**src/rtl/core_pkg.sv**
```systemverilog
// rtl/core_pkg.sv - shared lane types and write-back port enumeration
package core_pkg;

  localparam int unsigned NrWbPorts = 3;

  typedef logic [63:0] vrf_data_t;
  typedef logic [7:0]  vrf_strb_t;
  typedef logic [7:0]  vrf_addr_t;
  typedef logic [3:0]  insn_id_t;

  typedef enum logic [1:0] {
    WbALU = 2'd0,
    WbMUL = 2'd1,
    WbLSU = 2'd2
  } wb_port_e;

endpackage

```
**src/rtl/wb_rr_arbiter.sv**
```systemverilog
// rtl/wb_rr_arbiter.sv - round-robin picker; owns the rotating priority pointer
module wb_rr_arbiter #(
  parameter  int unsigned N    = 3,
  localparam int unsigned IdxW = (N > 1) ? $clog2(N) : 1
) (
  input  logic            clk_i,
  input  logic            rst_i,
  input  logic [N-1:0]    valid_i,
  input  logic            en_i,
  output logic [N-1:0]    gnt_o,
  output logic [IdxW-1:0] idx_o
);

  logic [IdxW-1:0] rr_ptr_q;
  logic            found;
  logic [31:0]     j;

  // The winner is found regardless of en_i; only the grant and pointer move are gated.
  always_comb begin
    found = 1'b0;
    idx_o = '0;
    j     = '0;
    for (int unsigned i = 0; i < N; i++) begin
      j = 32'(rr_ptr_q) + i;
      if (j >= N) j = j - N;
      if (!found && valid_i[IdxW'(j)]) begin
        found = 1'b1;
        idx_o = IdxW'(j);
      end
    end
    gnt_o = '0;
    if (en_i && found) gnt_o[idx_o] = 1'b1;
  end

  always_ff @(posedge clk_i) begin
    if (rst_i) begin
      rr_ptr_q <= '0;
    end else if (en_i && found) begin
      rr_ptr_q <= (idx_o == IdxW'(N - 1)) ? '0 : idx_o + 1'b1;
    end
  end

endmodule

```
**src/rtl/vrf_wb_arbiter.sv**
```systemverilog
// rtl/vrf_wb_arbiter.sv - lane write-back arbiter feeding the single VRF write port
module vrf_wb_arbiter
  import core_pkg::*;
#(
  parameter  int unsigned NrWbPorts = core_pkg::NrWbPorts,
  localparam int unsigned IdxW      = (NrWbPorts > 1) ? $clog2(NrWbPorts) : 1
) (
  input  logic                        clk_i,
  input  logic                        rst_i,
  input  logic [NrWbPorts-1:0]        wb_valid_i,
  output logic [NrWbPorts-1:0]        wb_gnt_o,
  input  vrf_data_t [NrWbPorts-1:0]   wb_data_i,
  input  vrf_strb_t [NrWbPorts-1:0]   wb_strb_i,
  input  vrf_addr_t [NrWbPorts-1:0]   wb_addr_i,
  input  insn_id_t  [NrWbPorts-1:0]   wb_id_i,
  output logic                        vrf_we_o,
  output vrf_data_t                   vrf_wdata_o,
  output vrf_strb_t                   vrf_wstrb_o,
  output vrf_addr_t                   vrf_waddr_o,
  input  logic                        vrf_wr_stall_i,
  output logic                        commit_o,
  output insn_id_t                    commit_id_o,
  output wb_port_e                    commit_port_o
);

  logic            out_valid_q;
  vrf_data_t       data_q;
  vrf_strb_t       strb_q;
  vrf_addr_t       addr_q;
  insn_id_t        id_q;
  wb_port_e        port_q;

  logic            commit;
  logic            accept;
  logic            any_gnt;
  logic [IdxW-1:0] winner;

  assign commit  = out_valid_q && !vrf_wr_stall_i;
  // Refill while draining so a steady stream writes every cycle.
  assign accept  = !out_valid_q || commit;
  assign any_gnt = |wb_gnt_o;

  wb_rr_arbiter #(.N(NrWbPorts)) u_rr (
    .clk_i   (clk_i),
    .rst_i   (rst_i),
    .valid_i (wb_valid_i),
    .en_i    (accept),
    .gnt_o   (wb_gnt_o),
    .idx_o   (winner)
  );

  always_ff @(posedge clk_i) begin
    if (rst_i) begin
      out_valid_q <= 1'b0;
      data_q      <= '0;
      strb_q      <= '0;
      addr_q      <= '0;
      id_q        <= '0;
      port_q      <= WbALU;
    end else if (accept) begin
      out_valid_q <= any_gnt;
      if (any_gnt) begin
        data_q <= wb_data_i[winner];
        strb_q <= wb_strb_i[winner];
        addr_q <= wb_addr_i[winner];
        id_q   <= wb_id_i[winner];
        port_q <= wb_port_e'(2'(winner));
      end
    end
  end

  assign vrf_we_o      = out_valid_q;
  assign vrf_wdata_o   = data_q;
  assign vrf_wstrb_o   = strb_q;
  assign vrf_waddr_o   = addr_q;
  assign commit_o      = commit;
  assign commit_id_o   = id_q;
  assign commit_port_o = port_q;

endmodule

```
**config.mk**
```make
export PLATFORM = sky130hd
export DESIGN_NAME = vrf_wb_arbiter
export DESIGN_NICKNAME = d
export VERILOG_FILES = /design/src/rtl/core_pkg.sv /design/src/rtl/wb_rr_arbiter.sv /design/src/rtl/vrf_wb_arbiter.sv
export SDC_FILE = /design/constraint.sdc
export NUM_CORES = 1
export LEC_CHECK = 0
export ABC_AREA = 1
export CAP_MARGIN = 20
export CORE_MARGIN = 2
export CORE_UTILIZATION = 35
export DETAILED_ROUTE_END_ITERATION = 10
export PLACE_DENSITY = 0.75
export SYNTH_ARGS = -nofsm -noshare
export SYNTH_HDL_FRONTEND = slang
export SYNTH_SLANG_ARGS = --single-unit
```
**constraint.sdc**
```tcl
create_clock -name clk_i -period 2.4 [get_ports clk_i]
set_input_delay 0.72 -clock clk_i [delete_from_list [all_inputs] [get_ports clk_i]]
set_output_delay 0.72 -clock clk_i [all_outputs]
set_load 0.1 [all_outputs]
```
==> results of run 1 <==
sequential cells by signal, summed over array words and instances (netlist names):
register,cells
commit_port_o,2
vrf_wstrb_o,8
vrf_waddr_o,8
commit_id_o,4
vrf_we_o,1
u_rr.rr_ptr_q,2
vrf_wdata_o,64
path summary, 6_finish.rpt:
kind	from	end	slack, ns	cells after the start
min reg2reg	commit_port_o[1]$_SDFFE_PP0P_	commit_port_o[1]$_SDFFE_PP0P_	0.48	2
max	u_rr.rr_ptr_q[0]$_SDFFE_PP0P_	wb_gnt_o[1]	-0.45	13
max reg2reg	u_rr.rr_ptr_q[0]$_SDFFE_PP0P_	vrf_wstrb_o[1]$_SDFFE_PP0P_	-0.05	17
min	commit_port_o[1]$_SDFFE_PP0P_	commit_port_o[1]$_SDFFE_PP0P_	0.48	2
cells by family (layout without fill, tap and decap cells):
group           Yosys count  in the layout  synth area share
simple gates            808            808             0.506
buf+inv                 354            701             0.216
flops                    89             89             0.264
compound gates            6              6           0.00649
fa+ha+maj                 4              4           0.00742
repair_timing:
action,in CTS,in global routing
pin swaps,11,14
gates resized for setup,28,52
setup endpoints to repair,90,88
cloned,4,11
hold buffers,0,0
setup buffers,8,9
per-layer routing:
layer | GRT usage | vias up | wire length [microns]
met5 | 0 | - | 0
met4 | 0.0896 | 0 | 961
met3 | 0.0671 | 56 | 2250
met2 | 0.430 | 322 | 12900
met1 | 0.253 | 3791 | 10200
li1 | - | 4416 | -
cell type report:
type / instances / area [sq um] / share of cell area
clock buffer: 12 / 246 / 0.0213
inverter: 273 / 1040 / 0.0899
multi-input combinational: 818 / 3740 / 0.324
sequential: 89 / 1790 / 0.155
timing repair buffer: 413 / 4350 / 0.377
clock inverter: 3 / 65.1 / 0.00563
tap: 260 / 325 / 0.0281
Yosys cell counts:
cell type and instances:
sky130_fd_sc_hd__nand2_1 357, sky130_fd_sc_hd__inv_1 268, sky130_fd_sc_hd__nand3_1 261, sky130_fd_sc_hd__nor2_1 176
sky130_fd_sc_hd__dfxtp_1 89, sky130_fd_sc_hd__buf_2 37, sky130_fd_sc_hd__clkbuf_1 21, sky130_fd_sc_hd__buf_4 13
sky130_fd_sc_hd__buf_1 6, sky130_fd_sc_hd__inv_2 5, sky130_fd_sc_hd__nand2_2 5, sky130_fd_sc_hd__buf_6 4
sky130_fd_sc_hd__ha_1 4, sky130_fd_sc_hd__a21oi_1 2, sky130_fd_sc_hd__nand3b_1 2, sky130_fd_sc_hd__nand4_1 2
sky130_fd_sc_hd__nor2_4 2, sky130_fd_sc_hd__a21boi_1 1, sky130_fd_sc_hd__a21oi_4 1, sky130_fd_sc_hd__nand3_2 1
sky130_fd_sc_hd__nand4_2 1, sky130_fd_sc_hd__nor3_1 1, sky130_fd_sc_hd__o21ai_0 1, sky130_fd_sc_hd__o21ai_1 1
per-stage QoR:
step                      std cells  utilization  hold WS, ns  setup TNS, ns
after floorplan                1261            -        0.466         -0.831
after global placement         1823        0.558        0.464         -52.23
after detailed placement       1823        0.558        0.472         -57.94
after global routing           1868        0.614        0.525          -7.76
after CTS                      1850        0.589        0.488          -4.01
final                          1868        0.614        0.477          -1.95
tightest hold or removal path, stage by stage, from the launching register on:
cell and delay (ns):
sky130_fd_sc_hd__dfxtp_1 0.33, sky130_fd_sc_hd__nor2_1 0.05, sky130_fd_sc_hd__nor2_1 0.06
==> results.txt, run 1 <==
----------------------------------------------------
[Setup path]
  Launching element type of the critical path ... flip-flop
  Required @ worst endpoint ... 1.68 ns
  CP peak stage delay ... 0.38 ns
  Slowest stage cell, crit path ... sky130_fd_sc_hd__dfxtp_4
  Setup CP Type ... reg -> out
  Worst path cell trace ... inv_4 > ha_4 > inv_4 > nand3_4 > nand2_4 > nor2_4 > buf_4 > buf_6 > nand4_4 > nand2_4 > nand2_4 > clkinvlp_4 > buf_12
  CP Max Fanout ... 4
  Nature of the critical path endpoint ... primary output
  Count of buffer and inverter cells on the critical path ... 6
  Worst endpoint data arrival time ... 2.13 ns
  Critical path's most frequent cell ... sky130_fd_sc_hd__nand2_4
  Crit path max-delay family ... buffers and inverters

[Synth]
  Number of distinct standard cells referenced by the synthesized netlist ... 24
  Mapped Cells ... 1261
  Top cell type's share of synthesized area ... 0.264
  Syn Std Cell Area ... 0.00675 sq mm
  Ys Warns ... 0
  Most area-hungry cell type in the Yosys netlist ... sky130_fd_sc_hd__dfxtp_1
  Syn_area_per_cell ... 5.35 sq um
  Net count of the mapped netlist ... 1523
  Cells taking the most area after synthesis ... sky130_fd_sc_hd__dfxtp_1 (26%), sky130_fd_sc_hd__nand2_1 (20%), sky130_fd_sc_hd__nand3_1 (19%)
  Share of synthesized area occupied by flip-flops and latches ... 0.264
  Register bit total from synthesis ... 89

[Detailed routing]
  Antenna violation net count after detailed routing ... 0
  Total number of vias ... 8585
  Total wirelength of the detailed-routed design ... 26.3 mm
  Post-DR wirelength/cell ... 14.1 microns
  First drt pass iteration count ... 5
  DR iter-0 viols ... 388
  Via density per instance ... 4.60
  DRC violation count after routing ... 0

[Clocking]
  H-Tree Depth ... 3
  Library cell used as clock root buffer ... sky130_fd_sc_hd__clkbuf_16
  TritonCTS clock tree ... yes
  CTS buffer count ... 9
  Clk Latency, worst-skew pair ... 0.35 ns
  CTS max path bufs ... 2
  Number of clock sinks ... 89
  Clock transition at path regs ... 0.06 ns

[Die]
  Row count ... 50
  Floorplan core area ... 0.0188 sq mm
  Die extent in y ... 143 microns
  Initial Util ... 0.358
  Die X ... 143 microns
  Top Ports ... 349
  Full die area ... 0.0204 sq mm

[Place]
  Detailed-placement wirelength estimate ... 17.1 mm
  Post-detailed-placement cell area ... 0.0105 sq mm
  I/O Buffers ... 348
  Pre-CTS worst setup slack ... -0.771 ns
  Final GP Congestion ... 0.811

[Run]
  Max capacitance violation total ... 0

[Layout]
  Leading cell type in the layout, fill and taps excluded ... sky130_fd_sc_hd__nand2_1
  Total non-filler cell area in the finished layout ... 0.0116 sq mm
  Number of antenna repair diodes ... 0
  Fraction of final layout cells with drive strength greater than 1 ... 0.147
  Area growth from synthesis to final layout ... 71.4%
  Leading cell types in the layout, fill and taps excluded ... sky130_fd_sc_hd__nand2_1 (349), sky130_fd_sc_hd__inv_1 (259), sky130_fd_sc_hd__nand3_1 (254), sky130_fd_sc_hd__clkdlybuf4s50_1 (254), sky130_fd_sc_hd__nor2_1 (157)
  Final nets ... 1866
  Fill cell total of the finished layout ... 1788

[Timing]
  Pins Over Slew Limit ... 0
  Part of the cycle the worst path needs ... 1.19
  Least-Margin Pin Slew ... 0.431 ns
  Crit path setup slack, layout ... -0.452 ns
  Final Setup Violations ... 31
  Highest clock rate ... 0.351 GHz
  Count of endpoints failing hold in the final timing report ... 0
  Final min period ... 2.85 ns
  Remaining max-slew budget at the tightest pin ... 0.713
  Setup clock skew after layout ... 0.0116 ns
  RSZ-0062 raised after global routing ... yes

[Run status]
  Run status ... complete, but fails checks
  Violated checks ... negative setup slack

[Global routing]
  Pin count of the biggest net entering global routing ... 86
  GR Util All Layers ... 0.234
  Number of global-route vias before repair ... 7752
  Grt ovf ... 0
  Number of antenna violations at the first check in global routing ... 0
  Wire length of the first global-routing pass ... 37.9 mm

[Min path]
  Path type of the worst min-delay path ... reg -> reg

----------------------------------------------------
Power of run 1 is not shown: default switching activity piles up to over one toggle a cycle in this logic, so the estimate is an artifact.
==> run 2: changes to the inputs <==
Settings changed: CTS_BUF_LIST set to sky130_fd_sc_hd__clkbuf_4, SLEW_MARGIN set to 30.
==> run 2 against run 1 <==
Against the previous run:
- the run still ends with negative setup slack left
- via count up 0.92%
- register-to-register slack got worse by 0.07 ns
- clock skew up 0.0067 ns
- count of clock-buffer cells in the layout decreased by 1
- worst hold slack improved by 0.017 ns
- first-iteration DRC count is 15% higher
- setup slack worse by 0.19 ns
- fmax is 6.2% lower
- wire length increased by 4.9%
- global-route usage is 0.41 points higher
- critical path depth stayed put
- sequential share of layout area down 0.13 points
- highest routed layer unchanged
==> results.txt, run 2 (same netlist as run 1, synthesis figures left out) <==
----------------------------------------------------
[Detailed routing]
  Total wirelength of the detailed-routed design ... 27.6 mm
  Via density per instance ... 4.59
  Antenna violation net count after detailed routing ... 0
  First drt pass iteration count ... 8
  DRC violation count after routing ... 0
  Post-DR wirelength/cell ... 14.6 microns
  Total number of vias ... 8664
  DR iter-0 viols ... 445

[Timing]
  Pins Over Slew Limit ... 0
  Highest clock rate ... 0.329 GHz
  Part of the cycle the worst path needs ... 1.27
  Least-Margin Pin Slew ... 0.413 ns
  Count of endpoints failing hold in the final timing report ... 0
  Setup clock skew after layout ... 0.0183 ns
  Remaining max-slew budget at the tightest pin ... 0.724
  RSZ-0062 raised after global routing ... yes
  Final Setup Violations ... 88
  Final min period ... 3.04 ns
  Crit path setup slack, layout ... -0.639 ns

[Global routing]
  Most crowded layer after global routing ... met2
  Number of antenna violations at the first check in global routing ... 1
  Routing usage on met2 ... 0.432
  Met1 Usage GRT ... 0.261
  GR Util All Layers ... 0.238
  Grt ovf ... 0
  Met3 usage in global routing ... 0.0647
  Wire length of the first global-routing pass ... 38.3 mm
  Number of global-route vias before repair ... 7819
  Pin count of the biggest net entering global routing ... 86

[Setup path]
  Minimum setup slack among reg-to-reg paths ... -0.12 ns
  Launching point of the worst reg2reg path ... u_rr.rr_ptr_q[0]$_SDFFE_PP0P_
  Setup CP Type ... reg -> out
  Crit path max-delay family ... simple AND/OR/NAND/NOR gates
  Required @ worst endpoint ... 1.68 ns
  Worst path cell trace ... inv_4 > ha_4 > buf_4 > buf_6 > nand3b_1 > nand2_2 > inv_2 > nand3_4 > nand2_4 > nor2_4 > nand2_4 > clkinvlp_4 > buf_12
  Destination of the worst register-to-register timing path ... vrf_wdata_o[62]$_SDFFE_PP0P_
  CP peak stage delay ... 0.39 ns
  Count of buffer and inverter cells on the critical path ... 6
  Worst endpoint data arrival time ... 2.32 ns
  Depth of the most critical reg-to-reg path ... 18
  Slowest stage cell, crit path ... sky130_fd_sc_hd__dfxtp_4
  Critical path's most frequent cell ... sky130_fd_sc_hd__nand2_4
  Cell depth of the worst setup path ... 13
  Launching element type of the critical path ... flip-flop
  CP Max Fanout ... 4
  Nature of the critical path endpoint ... primary output

[Min path]
  Worst hold start ... commit_port_o[1]$_SDFFE_PP0P_
  Worst Hold Endpoint ... commit_port_o[1]$_SDFFE_PP0P_
  Worst hold path depth ... 2
  Path type of the worst min-delay path ... reg -> reg

[Die]
  Initial Util ... 0.358
  Full die area ... 0.0204 sq mm
  Top Ports ... 349
  Row count ... 50
  Die X ... 143 microns
  Die extent in y ... 143 microns
  Floorplan core area ... 0.0188 sq mm

[Place]
  Post-detailed-placement cell area ... 0.0105 sq mm
  Detailed-placement wirelength estimate ... 17.1 mm
  Final GP Congestion ... 0.811
  I/O Buffers ... 348

[Layout]
  Max FFs per register ... 64
  Total non-filler cell area in the finished layout ... 0.0117 sq mm
  Fraction of final layout cells with drive strength greater than 1 ... 0.149
  Final nets ... 1884
  Leading cell type in the layout, fill and taps excluded ... sky130_fd_sc_hd__nand2_1
  Area growth from synthesis to final layout ... 72.8%
  Leading cell types in the layout, fill and taps excluded ... sky130_fd_sc_hd__nand2_1 (347), sky130_fd_sc_hd__inv_1 (259), sky130_fd_sc_hd__nand3_1 (256), sky130_fd_sc_hd__clkdlybuf4s50_1 (255), sky130_fd_sc_hd__nor2_1 (168)

[Clocking]
  CTS max path bufs ... 2
  Total of hold buffers inserted after clock tree synthesis ... 0
  TritonCTS clock tree ... yes
  Clk Latency, worst-skew pair ... 0.47 ns
  Clock transition at path regs ... 0.12 ns
  Number of clock sinks ... 89
  H-Tree Depth ... 3
  CTS buffer count ... 9
  Library cell used as clock root buffer ... sky130_fd_sc_hd__clkbuf_4

[Run]
  Max capacitance violation total ... 0

[Run status]
  Violated checks ... negative setup slack
  Run status ... complete, but fails checks

----------------------------------------------------
run 2: cell count changes in the layout (fill, tap and decap cells not counted), sizes merged:
cell	previous run	this run
clkinv	1	2
clkdlybuf4s15	1	0
clkdlybuf4s50	254	255
clkbuf	21	28
diode	0	1
buf	147	157
run 2: timing repair:
action / 4_1_cts / 5_1_grt
setup buffers: 10 / 16
gates cloned: 6 / 19
pin swaps: 13 / 18
endpoints found under the setup margin: 90 / 90
resized for setup: 36 / 29
run 2: how the worst max path moves through the flow:
| stage | slack [ns] | endpoint | from |
|---|---|---|---|
| after global routing | -0.74 | wb_gnt_o[1] | u_rr.rr_ptr_q[0]$_SDFFE_PP0P_ |
| after CTS | -0.60 | wb_gnt_o[0] | u_rr.rr_ptr_q[0]$_SDFFE_PP0P_ |
| final | -0.64 | wb_gnt_o[1] | u_rr.rr_ptr_q[0]$_SDFFE_PP0P_ |
| after global placement | -0.70 | wb_gnt_o[0] | wb_valid_i[2] |
| after floorplan | -0.35 | wb_gnt_o[2] | u_rr.rr_ptr_q[1]$_SDFFE_PP0P_ |
| after detailed placement | -0.77 | wb_gnt_o[0] | wb_valid_i[2] |
run 2: metrics by stage:
step | TNS [ns] | utilization | setup slack (ns) | hold WS, ns | instances
after CTS | -1.91 | 0.587 | -0.603 | 0.503 | 1854
after global placement | -52.23 | 0.558 | -0.703 | 0.464 | 1823
after global routing | -13.39 | 0.619 | -0.742 | 0.540 | 1887
final | -6.51 | 0.619 | -0.639 | 0.494 | 1887
after floorplan | -0.831 | - | -0.354 | 0.466 | 1261
after detailed placement | -57.94 | 0.558 | -0.771 | 0.472 | 1823
run 2: cell type report:
cell class                 count  area (sq um)
sequential                    89          1790
clock inverter                 4          68.8
tap                          260           325
multi-input combinational    818          3720
timing repair buffer         431          4630
inverter                     273          1040
antenna                        1          2.50
fill                        1802          7170
clock buffer                  11          82.6
run 2: per-layer routing:
metal,vias up,share of wire
met2,352,0.49
met3,64,0.088
met5,-,0
li1,4456,-
met1,3792,0.39
met4,0,0.037
run 2: worst register-to-register path, cell delays in order (launching register included):
cell                        delay [ns]
sky130_fd_sc_hd__dfxtp_4          0.39
sky130_fd_sc_hd__inv_4            0.04
sky130_fd_sc_hd__ha_4             0.31
sky130_fd_sc_hd__inv_4            0.05
sky130_fd_sc_hd__buf_4            0.12
sky130_fd_sc_hd__buf_4            0.12
sky130_fd_sc_hd__nand3_1          0.09
sky130_fd_sc_hd__nand2_2          0.09
sky130_fd_sc_hd__buf_4            0.15
sky130_fd_sc_hd__nand4_4          0.09
sky130_fd_sc_hd__nand2_4          0.07
sky130_fd_sc_hd__buf_6            0.13
sky130_fd_sc_hd__buf_16           0.12
sky130_fd_sc_hd__a21oi_4          0.17
sky130_fd_sc_hd__buf_6            0.13
sky130_fd_sc_hd__clkbuf_16        0.14
sky130_fd_sc_hd__clkbuf_16        0.16
sky130_fd_sc_hd__nor2_1           0.06
sky130_fd_sc_hd__nor2_1           0.08
Power of run 2 is left out for the same reason.
==> run 3: changes to the inputs <==
Settings changed: CAP_MARGIN 20 to unset, CTS_CLUSTER_DIAMETER set to 120.
==> results of run 3 <==
No change in the layout: final DEF, timing and power equal those of run 2.
Power of run 3 is left out for the same reason.
